### src/rtl/hbm_rd_scheduler_pkg.sv
// Shared definitions for the HBM read-address scheduler: ARID routing tags,
// beat geometry and the scheduler FSM state type.
package hbm_rd_scheduler_pkg;

  // ARID tags decoded by the read-response dispatcher
  localparam logic [5:0] MEM_RD_A_TAG = 6'd1;
  localparam logic [5:0] MEM_RD_B_TAG = 6'd2;

  // One beat is 32 bytes (ARSIZE = 3'b101)
  localparam int unsigned BEAT_BYTES = 32;
  localparam int unsigned BEAT_SHIFT = 5;

  typedef enum logic [2:0] {
    ST_IDLE,
    ST_ARB,
    ST_ISSUE,
    ST_DRAIN,
    ST_DONE
  } state_e;

  typedef enum logic {
    SEL_A,
    SEL_B
  } sel_e;

  // Beats in the next burst: the remaining beat count clipped to the burst limit
  function automatic logic [4:0] clip_beats(input logic [31:0] rem, input int unsigned max_beats);
    if (rem >= 32'(max_beats)) begin
      return 5'(max_beats);
    end
    return rem[4:0];
  endfunction

endpackage

### src/rtl/hbm_rd_scheduler_if.sv
// AXI3 read-address channel plus the snooped read-response handshake.
interface hbm_rd_scheduler_if #(
  parameter int unsigned ADDR_WIDTH = 33,
  parameter int unsigned ID_WIDTH   = 6
);
  logic                  ARVALID;
  logic                  ARREADY;
  logic [ADDR_WIDTH-1:0] ARADDR;
  logic [ID_WIDTH-1:0]   ARID;
  logic [3:0]            ARLEN;
  logic [2:0]            ARSIZE;
  logic [1:0]            ARBURST;
  logic                  RVALID;
  logic                  RREADY;
  logic                  RLAST;

  // Scheduler side: drives AR, observes AR acceptance and the R handshake
  modport master (
    output ARVALID, ARADDR, ARID, ARLEN, ARSIZE, ARBURST,
    input  ARREADY, RVALID, RREADY, RLAST
  );

  // Memory / response side
  modport slave (
    input  ARVALID, ARADDR, ARID, ARLEN, ARSIZE, ARBURST,
    output ARREADY, RVALID, RREADY, RLAST
  );
endinterface

### src/rtl/hbm_rd_scheduler_outstanding_cnt.sv
// Saturating up/down counter of in-flight bursts with full/empty flags.
// Simultaneous increment and decrement leave the count unchanged.
module hbm_outstanding_cnt #(
  parameter int unsigned WIDTH     = 4,
  parameter int unsigned MAX_COUNT = 8
) (
  input  logic             clk_i,
  input  logic             rst_i,
  input  logic             inc_i,
  input  logic             dec_i,
  output logic [WIDTH-1:0] count_o,
  output logic             full_o,
  output logic             empty_o
);
  localparam logic [WIDTH-1:0] MAX_Q = WIDTH'(MAX_COUNT);

  logic [WIDTH-1:0] cnt_q, cnt_d;

  // Next count: step only on a lone inc/dec, clamped to [0, MAX_COUNT]
  always_comb begin
    cnt_d = cnt_q;
    if (inc_i && !dec_i && cnt_q != MAX_Q) begin
      cnt_d = cnt_q + 1'b1;
    end else if (dec_i && !inc_i && cnt_q != '0) begin
      cnt_d = cnt_q - 1'b1;
    end
  end

  // Count register
  always_ff @(posedge clk_i) begin
    if (rst_i) begin
      cnt_q <= '0;
    end else begin
      cnt_q <= cnt_d;
    end
  end

  assign count_o = cnt_q;
  assign full_o  = (cnt_q == MAX_Q);
  assign empty_o = (cnt_q == '0);

endmodule

### src/rtl/hbm_rd_scheduler.sv
// Issues AXI3 read-address bursts for the A matrix and B label streams,
// inserting one B burst after every A_PER_B A bursts, limiting in-flight
// bursts and holding off A issue while the A buffer is almost full.
module hbm_rd_scheduler
  import hbm_rd_scheduler_pkg::*;
#(
  parameter int unsigned ADDR_WIDTH      = 33,
  parameter int unsigned ID_WIDTH        = 6,
  parameter int unsigned BURST_BEATS     = 16,
  parameter int unsigned MAX_OUTSTANDING = 8,
  parameter int unsigned A_PER_B         = 8
) (
  input  logic                  clk,
  input  logic                  rst,
  input  logic                  start,
  input  logic [ADDR_WIDTH-1:0] a_base_addr,
  input  logic [31:0]           a_length,
  input  logic [ADDR_WIDTH-1:0] b_base_addr,
  input  logic [31:0]           b_length,
  input  logic                  a_almost_full,
  hbm_rd_scheduler_if.master    m_axi,
  output logic                  busy,
  output logic                  done,
  output logic [3:0]            outstanding,
  output logic [31:0]           issued_a_cnt,
  output logic [31:0]           issued_b_cnt
);
  localparam int unsigned ILV_W = $clog2(A_PER_B + 1);
  localparam logic [ILV_W-1:0] ILV_MAX = ILV_W'(A_PER_B);

  state_e                state_q, state_d;
  sel_e                  sel_q, sel_d;
  logic [ADDR_WIDTH-1:0] a_addr_q, a_addr_d;
  logic [ADDR_WIDTH-1:0] b_addr_q, b_addr_d;
  logic [31:0]           a_rem_q, a_rem_d;
  logic [31:0]           b_rem_q, b_rem_d;
  logic [ILV_W-1:0]      ilv_q, ilv_d;
  logic [31:0]           issued_a_q, issued_a_d;
  logic [31:0]           issued_b_q, issued_b_d;
  logic                  arvalid_q, arvalid_d;
  logic [ADDR_WIDTH-1:0] araddr_q, araddr_d;
  logic [ID_WIDTH-1:0]   arid_q, arid_d;
  logic [3:0]            arlen_q, arlen_d;

  logic                  ar_hs;
  logic                  r_last_hs;
  logic                  cnt_full;
  logic                  cnt_empty;
  logic                  pick_b;
  logic [4:0]            a_beats;
  logic [4:0]            b_beats;
  logic [4:0]            iss_beats;
  logic [ADDR_WIDTH-1:0] iss_bytes;

  assign ar_hs     = arvalid_q & m_axi.ARREADY;
  assign r_last_hs = m_axi.RVALID & m_axi.RREADY & m_axi.RLAST;
  assign pick_b    = (b_rem_q != '0) && ((ilv_q == ILV_MAX) || (a_rem_q == '0));
  assign a_beats   = clip_beats(a_rem_q, BURST_BEATS);
  assign b_beats   = clip_beats(b_rem_q, BURST_BEATS);
  assign iss_beats = {1'b0, arlen_q} + 5'd1;
  assign iss_bytes = ADDR_WIDTH'(iss_beats) << BEAT_SHIFT;

  hbm_outstanding_cnt #(
    .WIDTH     (4),
    .MAX_COUNT (MAX_OUTSTANDING)
  ) u_outstanding_cnt (
    .clk_i   (clk),
    .rst_i   (rst),
    .inc_i   (ar_hs),
    .dec_i   (r_last_hs),
    .count_o (outstanding),
    .full_o  (cnt_full),
    .empty_o (cnt_empty)
  );

  // Scheduler next state, stream bookkeeping and AR payload
  always_comb begin
    state_d    = state_q;
    sel_d      = sel_q;
    a_addr_d   = a_addr_q;
    b_addr_d   = b_addr_q;
    a_rem_d    = a_rem_q;
    b_rem_d    = b_rem_q;
    ilv_d      = ilv_q;
    issued_a_d = issued_a_q;
    issued_b_d = issued_b_q;
    arvalid_d  = arvalid_q;
    araddr_d   = araddr_q;
    arid_d     = arid_q;
    arlen_d    = arlen_q;

    case (state_q)
      ST_IDLE: begin
        if (start) begin
          a_addr_d   = a_base_addr;
          b_addr_d   = b_base_addr;
          a_rem_d    = a_length >> BEAT_SHIFT;
          b_rem_d    = b_length >> BEAT_SHIFT;
          ilv_d      = '0;
          issued_a_d = '0;
          issued_b_d = '0;
          state_d    = ST_ARB;
        end
      end
      ST_ARB: begin
        if (a_rem_q == '0 && b_rem_q == '0) begin
          state_d = ST_DRAIN;
        end else if (!cnt_full) begin
          // Not draining and not picking B means A still has beats left
          if (pick_b) begin
            sel_d     = SEL_B;
            araddr_d  = b_addr_q;
            arid_d    = ID_WIDTH'(MEM_RD_B_TAG);
            arlen_d   = 4'(b_beats - 5'd1);
            arvalid_d = 1'b1;
            state_d   = ST_ISSUE;
          end else if (!a_almost_full) begin
            sel_d     = SEL_A;
            araddr_d  = a_addr_q;
            arid_d    = ID_WIDTH'(MEM_RD_A_TAG);
            arlen_d   = 4'(a_beats - 5'd1);
            arvalid_d = 1'b1;
            state_d   = ST_ISSUE;
          end
        end
      end
      ST_ISSUE: begin
        if (ar_hs) begin
          arvalid_d = 1'b0;
          if (sel_q == SEL_B) begin
            b_rem_d    = b_rem_q - 32'(iss_beats);
            b_addr_d   = b_addr_q + iss_bytes;
            issued_b_d = issued_b_q + 32'd1;
            ilv_d      = '0;
          end else begin
            a_rem_d    = a_rem_q - 32'(iss_beats);
            a_addr_d   = a_addr_q + iss_bytes;
            issued_a_d = issued_a_q + 32'd1;
            // Saturates at A_PER_B; only reachable without B work left
            if (ilv_q != ILV_MAX) begin
              ilv_d = ilv_q + 1'b1;
            end
          end
          state_d = ST_ARB;
        end
      end
      ST_DRAIN: begin
        if (cnt_empty) begin
          state_d = ST_DONE;
        end
      end
      ST_DONE: begin
        state_d = ST_IDLE;
      end
      default: begin
        state_d = ST_IDLE;
      end
    endcase
  end

  // State and datapath registers
  always_ff @(posedge clk) begin
    if (rst) begin
      state_q    <= ST_IDLE;
      sel_q      <= SEL_A;
      a_addr_q   <= '0;
      b_addr_q   <= '0;
      a_rem_q    <= '0;
      b_rem_q    <= '0;
      ilv_q      <= '0;
      issued_a_q <= '0;
      issued_b_q <= '0;
      arvalid_q  <= 1'b0;
      araddr_q   <= '0;
      arid_q     <= '0;
      arlen_q    <= '0;
    end else begin
      state_q    <= state_d;
      sel_q      <= sel_d;
      a_addr_q   <= a_addr_d;
      b_addr_q   <= b_addr_d;
      a_rem_q    <= a_rem_d;
      b_rem_q    <= b_rem_d;
      ilv_q      <= ilv_d;
      issued_a_q <= issued_a_d;
      issued_b_q <= issued_b_d;
      arvalid_q  <= arvalid_d;
      araddr_q   <= araddr_d;
      arid_q     <= arid_d;
      arlen_q    <= arlen_d;
    end
  end

  assign m_axi.ARVALID = arvalid_q;
  assign m_axi.ARADDR  = araddr_q;
  assign m_axi.ARID    = arid_q;
  assign m_axi.ARLEN   = arlen_q;
  assign m_axi.ARSIZE  = 3'b101;
  assign m_axi.ARBURST = 2'b01;

  assign busy         = (state_q != ST_IDLE);
  assign done         = (state_q == ST_DONE);
  assign issued_a_cnt = issued_a_q;
  assign issued_b_cnt = issued_b_q;

endmodule
### src/flat_wrapper.sv
// flat-port wrapper written by rule: the top's interface ports become plain ports
module hbm_rd_scheduler_flat import hbm_rd_scheduler_pkg::*;
#(
  parameter int unsigned ADDR_WIDTH      = 33,
  parameter int unsigned ID_WIDTH        = 6,
  parameter int unsigned BURST_BEATS     = 16,
  parameter int unsigned MAX_OUTSTANDING = 8,
  parameter int unsigned A_PER_B         = 8
)
  (clk, rst, start, a_base_addr, a_length, b_base_addr, b_length, a_almost_full, busy, done, outstanding, issued_a_cnt, issued_b_cnt, m_axi_ARVALID, m_axi_ARADDR, m_axi_ARID, m_axi_ARLEN, m_axi_ARSIZE, m_axi_ARBURST, m_axi_ARREADY, m_axi_RVALID, m_axi_RREADY, m_axi_RLAST);
  hbm_rd_scheduler_if #(.ADDR_WIDTH(ADDR_WIDTH), .ID_WIDTH(ID_WIDTH)) m_axi_i ();
  input  logic clk;
  input  logic rst;
  input  logic start;
  input  logic [ADDR_WIDTH-1:0] a_base_addr;
  input  logic [31:0] a_length;
  input  logic [ADDR_WIDTH-1:0] b_base_addr;
  input  logic [31:0] b_length;
  input  logic a_almost_full;
  output logic busy;
  output logic done;
  output logic [3:0] outstanding;
  output logic [31:0] issued_a_cnt;
  output logic [31:0] issued_b_cnt;
  output wire logic [$bits(m_axi_i.ARVALID)-1:0] m_axi_ARVALID;
  output wire logic [$bits(m_axi_i.ARADDR)-1:0] m_axi_ARADDR;
  output wire logic [$bits(m_axi_i.ARID)-1:0] m_axi_ARID;
  output wire logic [$bits(m_axi_i.ARLEN)-1:0] m_axi_ARLEN;
  output wire logic [$bits(m_axi_i.ARSIZE)-1:0] m_axi_ARSIZE;
  output wire logic [$bits(m_axi_i.ARBURST)-1:0] m_axi_ARBURST;
  input wire logic [$bits(m_axi_i.ARREADY)-1:0] m_axi_ARREADY;
  input wire logic [$bits(m_axi_i.RVALID)-1:0] m_axi_RVALID;
  input wire logic [$bits(m_axi_i.RREADY)-1:0] m_axi_RREADY;
  input wire logic [$bits(m_axi_i.RLAST)-1:0] m_axi_RLAST;
  assign m_axi_ARVALID = m_axi_i.ARVALID;
  assign m_axi_ARADDR = m_axi_i.ARADDR;
  assign m_axi_ARID = m_axi_i.ARID;
  assign m_axi_ARLEN = m_axi_i.ARLEN;
  assign m_axi_ARSIZE = m_axi_i.ARSIZE;
  assign m_axi_ARBURST = m_axi_i.ARBURST;
  assign m_axi_i.ARREADY = m_axi_ARREADY;
  assign m_axi_i.RVALID = m_axi_RVALID;
  assign m_axi_i.RREADY = m_axi_RREADY;
  assign m_axi_i.RLAST = m_axi_RLAST;
  hbm_rd_scheduler #(.ADDR_WIDTH(ADDR_WIDTH), .ID_WIDTH(ID_WIDTH), .BURST_BEATS(BURST_BEATS), .MAX_OUTSTANDING(MAX_OUTSTANDING), .A_PER_B(A_PER_B)) u_core (.clk(clk), .rst(rst), .start(start), .a_base_addr(a_base_addr), .a_length(a_length), .b_base_addr(b_base_addr), .b_length(b_length), .a_almost_full(a_almost_full), .m_axi(m_axi_i), .busy(busy), .done(done), .outstanding(outstanding), .issued_a_cnt(issued_a_cnt), .issued_b_cnt(issued_b_cnt));
endmodule
### config.mk
export PLATFORM = sky130hd
export DESIGN_NAME = hbm_rd_scheduler_flat
export DESIGN_NICKNAME = d
export VERILOG_FILES = /design/src/rtl/hbm_rd_scheduler_pkg.sv /design/src/rtl/hbm_rd_scheduler_if.sv /design/src/rtl/hbm_rd_scheduler_outstanding_cnt.sv /design/src/rtl/hbm_rd_scheduler.sv /design/src/flat_wrapper.sv
export SDC_FILE = /design/constraint.sdc
export NUM_CORES = 1
export LEC_CHECK = 0
export CAP_MARGIN = 20
export CORE_ASPECT_RATIO = 1.4
export CORE_MARGIN = 3
export CORE_UTILIZATION = 48
export DETAILED_ROUTE_END_ITERATION = 8
export HOLD_SLACK_MARGIN = 0.02
export PLACE_DENSITY = 0.83
export SLEW_MARGIN = 20
export SYNTH_ARGS = -nofsm -noshare
export SYNTH_HDL_FRONTEND = slang
export SYNTH_SLANG_ARGS = --single-unit
### constraint.sdc
create_clock -name clk -period 2.9 [get_ports clk]
set_input_delay 0.725 -clock clk [delete_from_list [all_inputs] [get_ports clk]]
set_output_delay 0.725 -clock clk [all_outputs]
set_load 0.03 [all_outputs]
After elaboration in Yosys (flattened, before gate mapping)
Cells that the tools add are included.
W data, S select, Z words.
{ "word_totals": {"register_bits": 250, "mem_bits_ro": 0, "out_inout_bits": 119, "latchBits": 0, "memories": 0, "word_cells": 136, "mem_bits_rw": 0} }
{ "op_classes": {"div": 0, "mul": 0, "magnitude_cmp": 2, "bitwise_logic": 5, "reduce_logical": 25, "n_mux": 58, "eq_ne": 20, "n_addsub": 12, "shifts": 0} }
{ "ops": {"columns": ["op", "count"], "rows": [
  ["$mux W32", 11],
  ["$mux W33", 8],
  ["$pmux W32 S2", 4],
  ["$pmux W33 S2", 2],
  ["$add A33 B10 Y33", 2],
  ["$add A32 B1 Y32 const B", 2],
  ["$ge A32 B5 Y1 const B", 2],
  ["$logic_not A32 Y1", 2],
  ["$sub A32 B5 Y32", 2],
  ["$mux W4", 12],
  ["$reduce_bool A32 Y1", 1],
  ["$mux W3", 7],
  ["$reduce_and A4 Y1", 4],
  ["$mux W6", 2],
  ["$pmux W3 S4", 1],
  ["$sub A4 B1 Y4 const B", 3],
  ["$ne A2 B2 Y1 const B", 5],
  ["$reduce_and A5 Y1", 2],
  ["$mux W1", 9],
  ["$add A4 B1 Y4 const B", 2],
  ["$eq A4 B4 Y1 const B", 2],
  ["$ne A4 B4 Y1 const B", 2],
  ["$pmux W4 S2", 1],
  ["$eq A3 B2 Y1 const B", 2],
  ["other kinds (19)", 32]
]} }

Longest topological paths before layout
{ "logic_depth": {"word_depth": 7, "mapped_depth": 11} }

Cells and area by module
Synthesis repeated with hierarchy kept, for this count alone.
{ "hier_totals": {"hier_cells": 1678, "hier_area_um2": 13449.1} }
{ "by_module_without_submodules": {"columns": ["mod", "area_per_inst_um2", "n_inst", "cells_each", "seq_area_each_um2"], "rows": [
  ["hbm_rd_scheduler", 13162.6, 1, 1648, 4824.6],
  ["hbm_outstanding_cnt", 286.5, 1, 30, 80.1]
]} }

Worst setup path after synthesis
No wires, ideal clock.
{ "synth_path": {"path_type": "reg2reg", "startpoint": "reg u_core.arlen_q[0], in the netlist u_core.m_axi.ARLEN[0]", "endpoint": "reg u_core.b_rem_q[25]", "arrival_time_ps": 3023, "t_required_ps": 2778, "path_buffers": 0, "slack_ps": -245, "path_stages_with_launch": 10, "synth_period_minus_slack_ps": 3145, "path_cell_list": "dfxtp_1 -> ha_1 -> inv_1 -> ha_1 -> a21o_1 -> maj3_1 -> maj3_2 -> and2_1 -> or4_1 -> nor3b_1"} }
{ "synth_via": {"elab_chain_cells": 5} }
{ "synth_lines": {"columns": ["element", "line", "rtl"], "rows": [
  ["from (decl)", "hbm_rd_scheduler.sv:43", "logic [3:0] arlen_q, arlen_d;"],
  ["from (signal assigned)", "hbm_rd_scheduler.sv:190", "arlen_q <= arlen_d;"],
  ["$add A4 B1 Y5", "hbm_rd_scheduler.sv:60", "assign iss_beats = {1'b0, arlen_q} + 5'd1;"],
  ["$sub A32 B5 Y32", "hbm_rd_scheduler.sv:131", "b_rem_d = b_rem_q - 32'(iss_beats);"],
  ["$mux W32", "hbm_rd_scheduler.sv:130", "if (sel_q == SEL_B) begin"],
  ["$mux W32", "hbm_rd_scheduler.sv:128", "if (ar_hs) begin"],
  ["$pmux W32 S2", "hbm_rd_scheduler.sv:92", "case (state_q)"],
  ["to (signal assigned)", "hbm_rd_scheduler.sv:183", "b_rem_q <= b_rem_d;"],
  ["to (decl)", "hbm_rd_scheduler.sv:36", "logic [31:0] b_rem_q, b_rem_d;"]
]} }
No other way between the ends. The select of a mux whose other input is x is not followed.
A chain may end at the register's enable or synchronous reset.

Final worst setup path
Same ends and word-level chain as after synthesis.

==> flow_results.xml <==
<?xml version="1.0" encoding="UTF-8"?>
<metrics>
  <group name="setup_path">
    <metric name="worst_setup_path_start_kind" unit="">flop</metric>
    <metric name="worstSetupStartpoint" unit="">u_core.m_axi.ARLEN[0]</metric>
    <metric name="worstReg2RegStart" unit="">u_core.m_axi.ARLEN[0]</metric>
    <metric name="worst-setup-path-type" unit="">flop to flop</metric>
    <metric name="crit_arrival" unit="ns">3.24</metric>
    <metric name="critPathRequiredTime" unit="ns">3.31</metric>
    <metric name="r2r_cells" unit="">9</metric>
    <metric name="worstSetupEndpointType" unit="">flop</metric>
    <metric name="cp_max_fo" unit="">4</metric>
  </group>
  <group name="timing">
    <metric name="finalSetupViolCount" unit="">0</metric>
    <metric name="period_share" unit="%">97.6</metric>
    <metric name="worst_slew_margin_rel" unit="%">59.7</metric>
    <metric name="fin_ws" unit="ns">0.0687</metric>
    <metric name="finalMaxSlewViolations" unit="">0</metric>
    <metric name="finalWorstPathRequiredPeriod" unit="ns">2.83</metric>
    <metric name="clock.fmax" unit="MHz">353</metric>
    <metric name="timing.setup.tns" unit="ns">0</metric>
    <metric name="clock-skew-final" unit="ns">0.0119</metric>
    <metric name="measured_slew_at_the_worst_slew_check_pin" unit="ns">0.599</metric>
    <metric name="timing_hold_violations_final" unit="">0</metric>
  </group>
  <group name="detailed_routing">
    <metric name="antenna_left" unit="">0</metric>
    <metric name="drtPass1Iterations" unit="">8</metric>
    <metric name="routed_wl" unit="mm">44.0</metric>
    <metric name="routedWlPerCell" unit="um">18.8</metric>
    <metric name="via_per_inst" unit="">6.12</metric>
    <metric name="route.vias.total" unit="">14300</metric>
    <metric name="drt_drc_violations_left" unit="">0</metric>
    <metric name="detailedRoute.firstIterationViolations" unit="">1326</metric>
  </group>
  <group name="global_routing">
    <metric name="grt_antenna_before_repair" unit="">2</metric>
    <metric name="globalRouteTotalUtil" unit="%">28.3</metric>
    <metric name="grt.overflow.total" unit="">0</metric>
    <metric name="grt_start_max_net_pins" unit="">98</metric>
    <metric name="grt_pass1_vias" unit="">14000</metric>
    <metric name="grt_first_pass_wirelength" unit="mm">70.5</metric>
  </group>
  <group name="floorplan">
    <metric name="io_pins" unit="">257</metric>
    <metric name="placement_rows" unit="">71</metric>
    <metric name="initial_utilization" unit="%">49.0</metric>
    <metric name="floorplan.die_area" unit="um2">29700</metric>
    <metric name="die_height" unit="um">203</metric>
    <metric name="core_region_area" unit="um2">27100</metric>
    <metric name="die_w" unit="um">147</metric>
  </group>
  <group name="cells_and_area">
    <metric name="layout_commonest_cell" unit="">dfxtp_1</metric>
    <metric name="area_used_by_multi_input_combinational_logic" unit="um2">7830</metric>
    <metric name="diodes" unit="">0</metric>
    <metric name="final_layout_size_suffix_gt1_share" unit="%">12.1</metric>
    <metric name="filler_cell_count" unit="">2197</metric>
    <metric name="postLayoutCoreUtil" unit="%">65.5</metric>
    <metric name="storage_element_area" unit="um2">4910</metric>
    <metric name="final_nets" unit="">2121</metric>
    <metric name="area.growth.synth_to_final" unit="%">33.6</metric>
    <metric name="layout.cells.most_common_list" unit="">243 x dfxtp_1, 236 x clkdlybuf4s50_1, 208 x nor2_1, 167 x nand2_1, 132 x buf_4</metric>
  </group>
  <group name="synthesis">
    <metric name="avgSynthCellArea" unit="um2">7.94</metric>
    <metric name="synthDominantCellAreaShare" unit="%">36.9</metric>
    <metric name="dominantRegCellSynth" unit="">dfxtp_1</metric>
    <metric name="post_synth_inst_count" unit="">1673</metric>
    <metric name="synth-seq-cells" unit="">245</metric>
    <metric name="yosys_warnings" unit="">0</metric>
    <metric name="mappedNetlistArea" unit="um2">13300</metric>
    <metric name="async_flop_share" unit="%">0</metric>
    <metric name="number_of_synthesized_flops_with_an_enable_pin" unit="">0</metric>
    <metric name="seq_area_frac_synth" unit="%">36.9</metric>
    <metric name="netlist-cell-type-count" unit="">84</metric>
    <metric name="post-synth-top-area-cell" unit="">dfxtp_1</metric>
    <metric name="yosys-top-cells-area" unit="">dfxtp_1 37%, nor2_1 5.9%, nand2_1 4.7%, a21oi_1 3.9%, o21ai_0 2.9%</metric>
  </group>
  <group name="power_and_ir_drop">
    <metric name="total_leakage_power" unit="uW">0.00641</metric>
    <metric name="vdd_drop_max" unit="uV">486</metric>
    <metric name="total_power" unit="uW">9290</metric>
    <metric name="powerDensity" unit="nW/um2">523</metric>
  </group>
  <group name="clocking">
    <metric name="cts_max_path_buffers" unit="">3</metric>
    <metric name="clk-insertion-delay-late" unit="ns">0.53</metric>
    <metric name="cts.sinks" unit="">245</metric>
    <metric name="ctsRootBufferMaster" unit="">clkbuf_16</metric>
    <metric name="cts_tree" unit="">done</metric>
    <metric name="cts.clk_slew.worst_paths" unit="ns">0.06</metric>
    <metric name="cts_h_tree_lvls" unit="">1</metric>
    <metric name="cts_made_buffers" unit="">25</metric>
  </group>
  <group name="place">
    <metric name="final_hpwl_dp" unit="mm">31.8</metric>
    <metric name="preCtsSetupSlack" unit="ns">-0.150</metric>
    <metric name="port-buffer-count" unit="">237</metric>
    <metric name="gp_congestion" unit="">0.932</metric>
  </group>
  <group name="job">
    <metric name="maxCapViolations" unit="">0</metric>
  </group>
  <group name="min_path">
    <metric name="hold_path.class" unit="">flop to flop</metric>
    <metric name="worstHoldStart" unit="">u_core.b_addr_q[2]</metric>
    <metric name="timing.hold.worst_path_depth" unit="">2</metric>
  </group>
  <group name="status">
    <metric name="result_of_the_run" unit="">finished, final reports clean</metric>
  </group>
</metrics>
==> metal layers <==
metal	track usage, %	wire length (um)
met1	33.3	16500
met2	49.3	21800
met3	3.95	3350
met4	15.6	2280
met5	0	35
==> timing repair <==
item / CTS / global route
endpoints found under the setup margin: 1 / 42
hold buffers: 0 / 0
pin swaps: 0 / 3
gates resized for setup: 1 / 20
buffers inserted: 0 / 5
==> path summary, 6_finish.rpt <==
check	endpoint	slack, ns
setup reg to reg	u_core.b_rem_q[25]	0.07
hold reg to reg	u_core.b_addr_q[2]	0.46
setup / recovery	u_core.b_rem_q[25]	0.07
hold / removal	u_core.b_addr_q[2]	0.46
==> per-stage QoR <==
step / std cells / instance area (um2) / hold WS, ns
4_1_cts: 2335 / 17600 / 0.459
5_1_grt: 2340 / 17700 / 0.478
3_3_place_gp: 2291 / 16800 / 0.443
6_report: 2340 / 17700 / 0.459
3_5_place_dp: 2291 / 16800 / 0.451
2_1_floorplan: 1680 / 13300 / 0.436
==> where the power goes <==
| group | total [uW] | internal, uW | leakage (uW) | switching (uW) |
|---|---|---|---|---|
| clock network | 3210 | 1880 | 0.000398 | 1340 |
| registers | 3810 | 3570 | 0.00200 | 238 |
| logic | 2270 | 1010 | 0.00401 | 1250 |
| total | 9290 | 6460 | 0.00641 | 2830 |
==> cell families (layout without fill, tap and decap cells) <==
kind of cell	after synthesis	count (layout)	share of synthesized area, %
flops	245	245	36.9
simple gates	696	696	25.2
mux	11	11	0.933
other cells	2	9	0.0565
xor+xnor	77	77	5.13
buf+inv	171	466	5.39
fa+ha+maj	37	37	3.58
compound gates	434	434	22.7
==> cell type report <==
class | instances | area share, %
Clock buffer | 41 | 4.31
Timing Repair Buffer | 380 | 20.2
Inverter | 42 | 0.888
Clock inverter | 3 | 0.247
Multi-Input combinational cell | 1264 | 44.1
Sequential cell | 245 | 27.6
Tap cell | 365 | 2.57
==> cells in the mapped netlist (7+ instances only) <==
cell type	instances
nor3_1	63
nor4_1	33
and4_1	11
o22ai_1	9
o211ai_1	10
or3_1	26
buf_4	13
mux2i_1	9
dfxtp_1	245
nor2_1	210
a311oi_1	21
nand2_1	168
or4_1	9
xnor2_1	33
and3_1	27
a211oi_1	31
a22o_1	7
xor2_1	43
nand4_1	33
clkbuf_1	88
inv_1	42
a41oi_1	9
a22oi_1	16
o311ai_0	10
a21oi_1	103
o21ai_0	77
maj3_1	8
a21o_1	10
a222oi_1	33
ha_1	20
or2_2	8
buf_1	13
nand3_1	60
o221a_2	7
a31oi_1	25
o31ai_1	12
nand2b_1	8
buf_2	14
and2_1	13
==> state kept, by name, summed over array words and instances, names as in the netlist <==
name,flops
u_core.m_axi.ARLEN,4
u_core.a_addr_q,33
u_core.b_addr_q,33
u_core.ilv_q,4
u_core.m_axi.ARVALID,1
u_core.issued_b_cnt,32
u_core.m_axi.ARID,2
u_core.m_axi.ARADDR,33
u_core.issued_a_cnt,32
u_core.a_rem_q,32
u_core.state_q,3
u_core.b_rem_q,32
u_core.u_outstanding_cnt.count_o,4
==> worst max-delay path, cell delays in order (launching register included) <==
cell	delay, ns
dfxtp_2	0.35
ha_4	0.30
inv_1	0.06
ha_1	0.27
a21o_1	0.18
maj3_1	0.39
maj3_2	0.36
and2_4	0.18
or4_1	0.48
nor3b_1	0.15
Power figures use the tool's default switching activity.
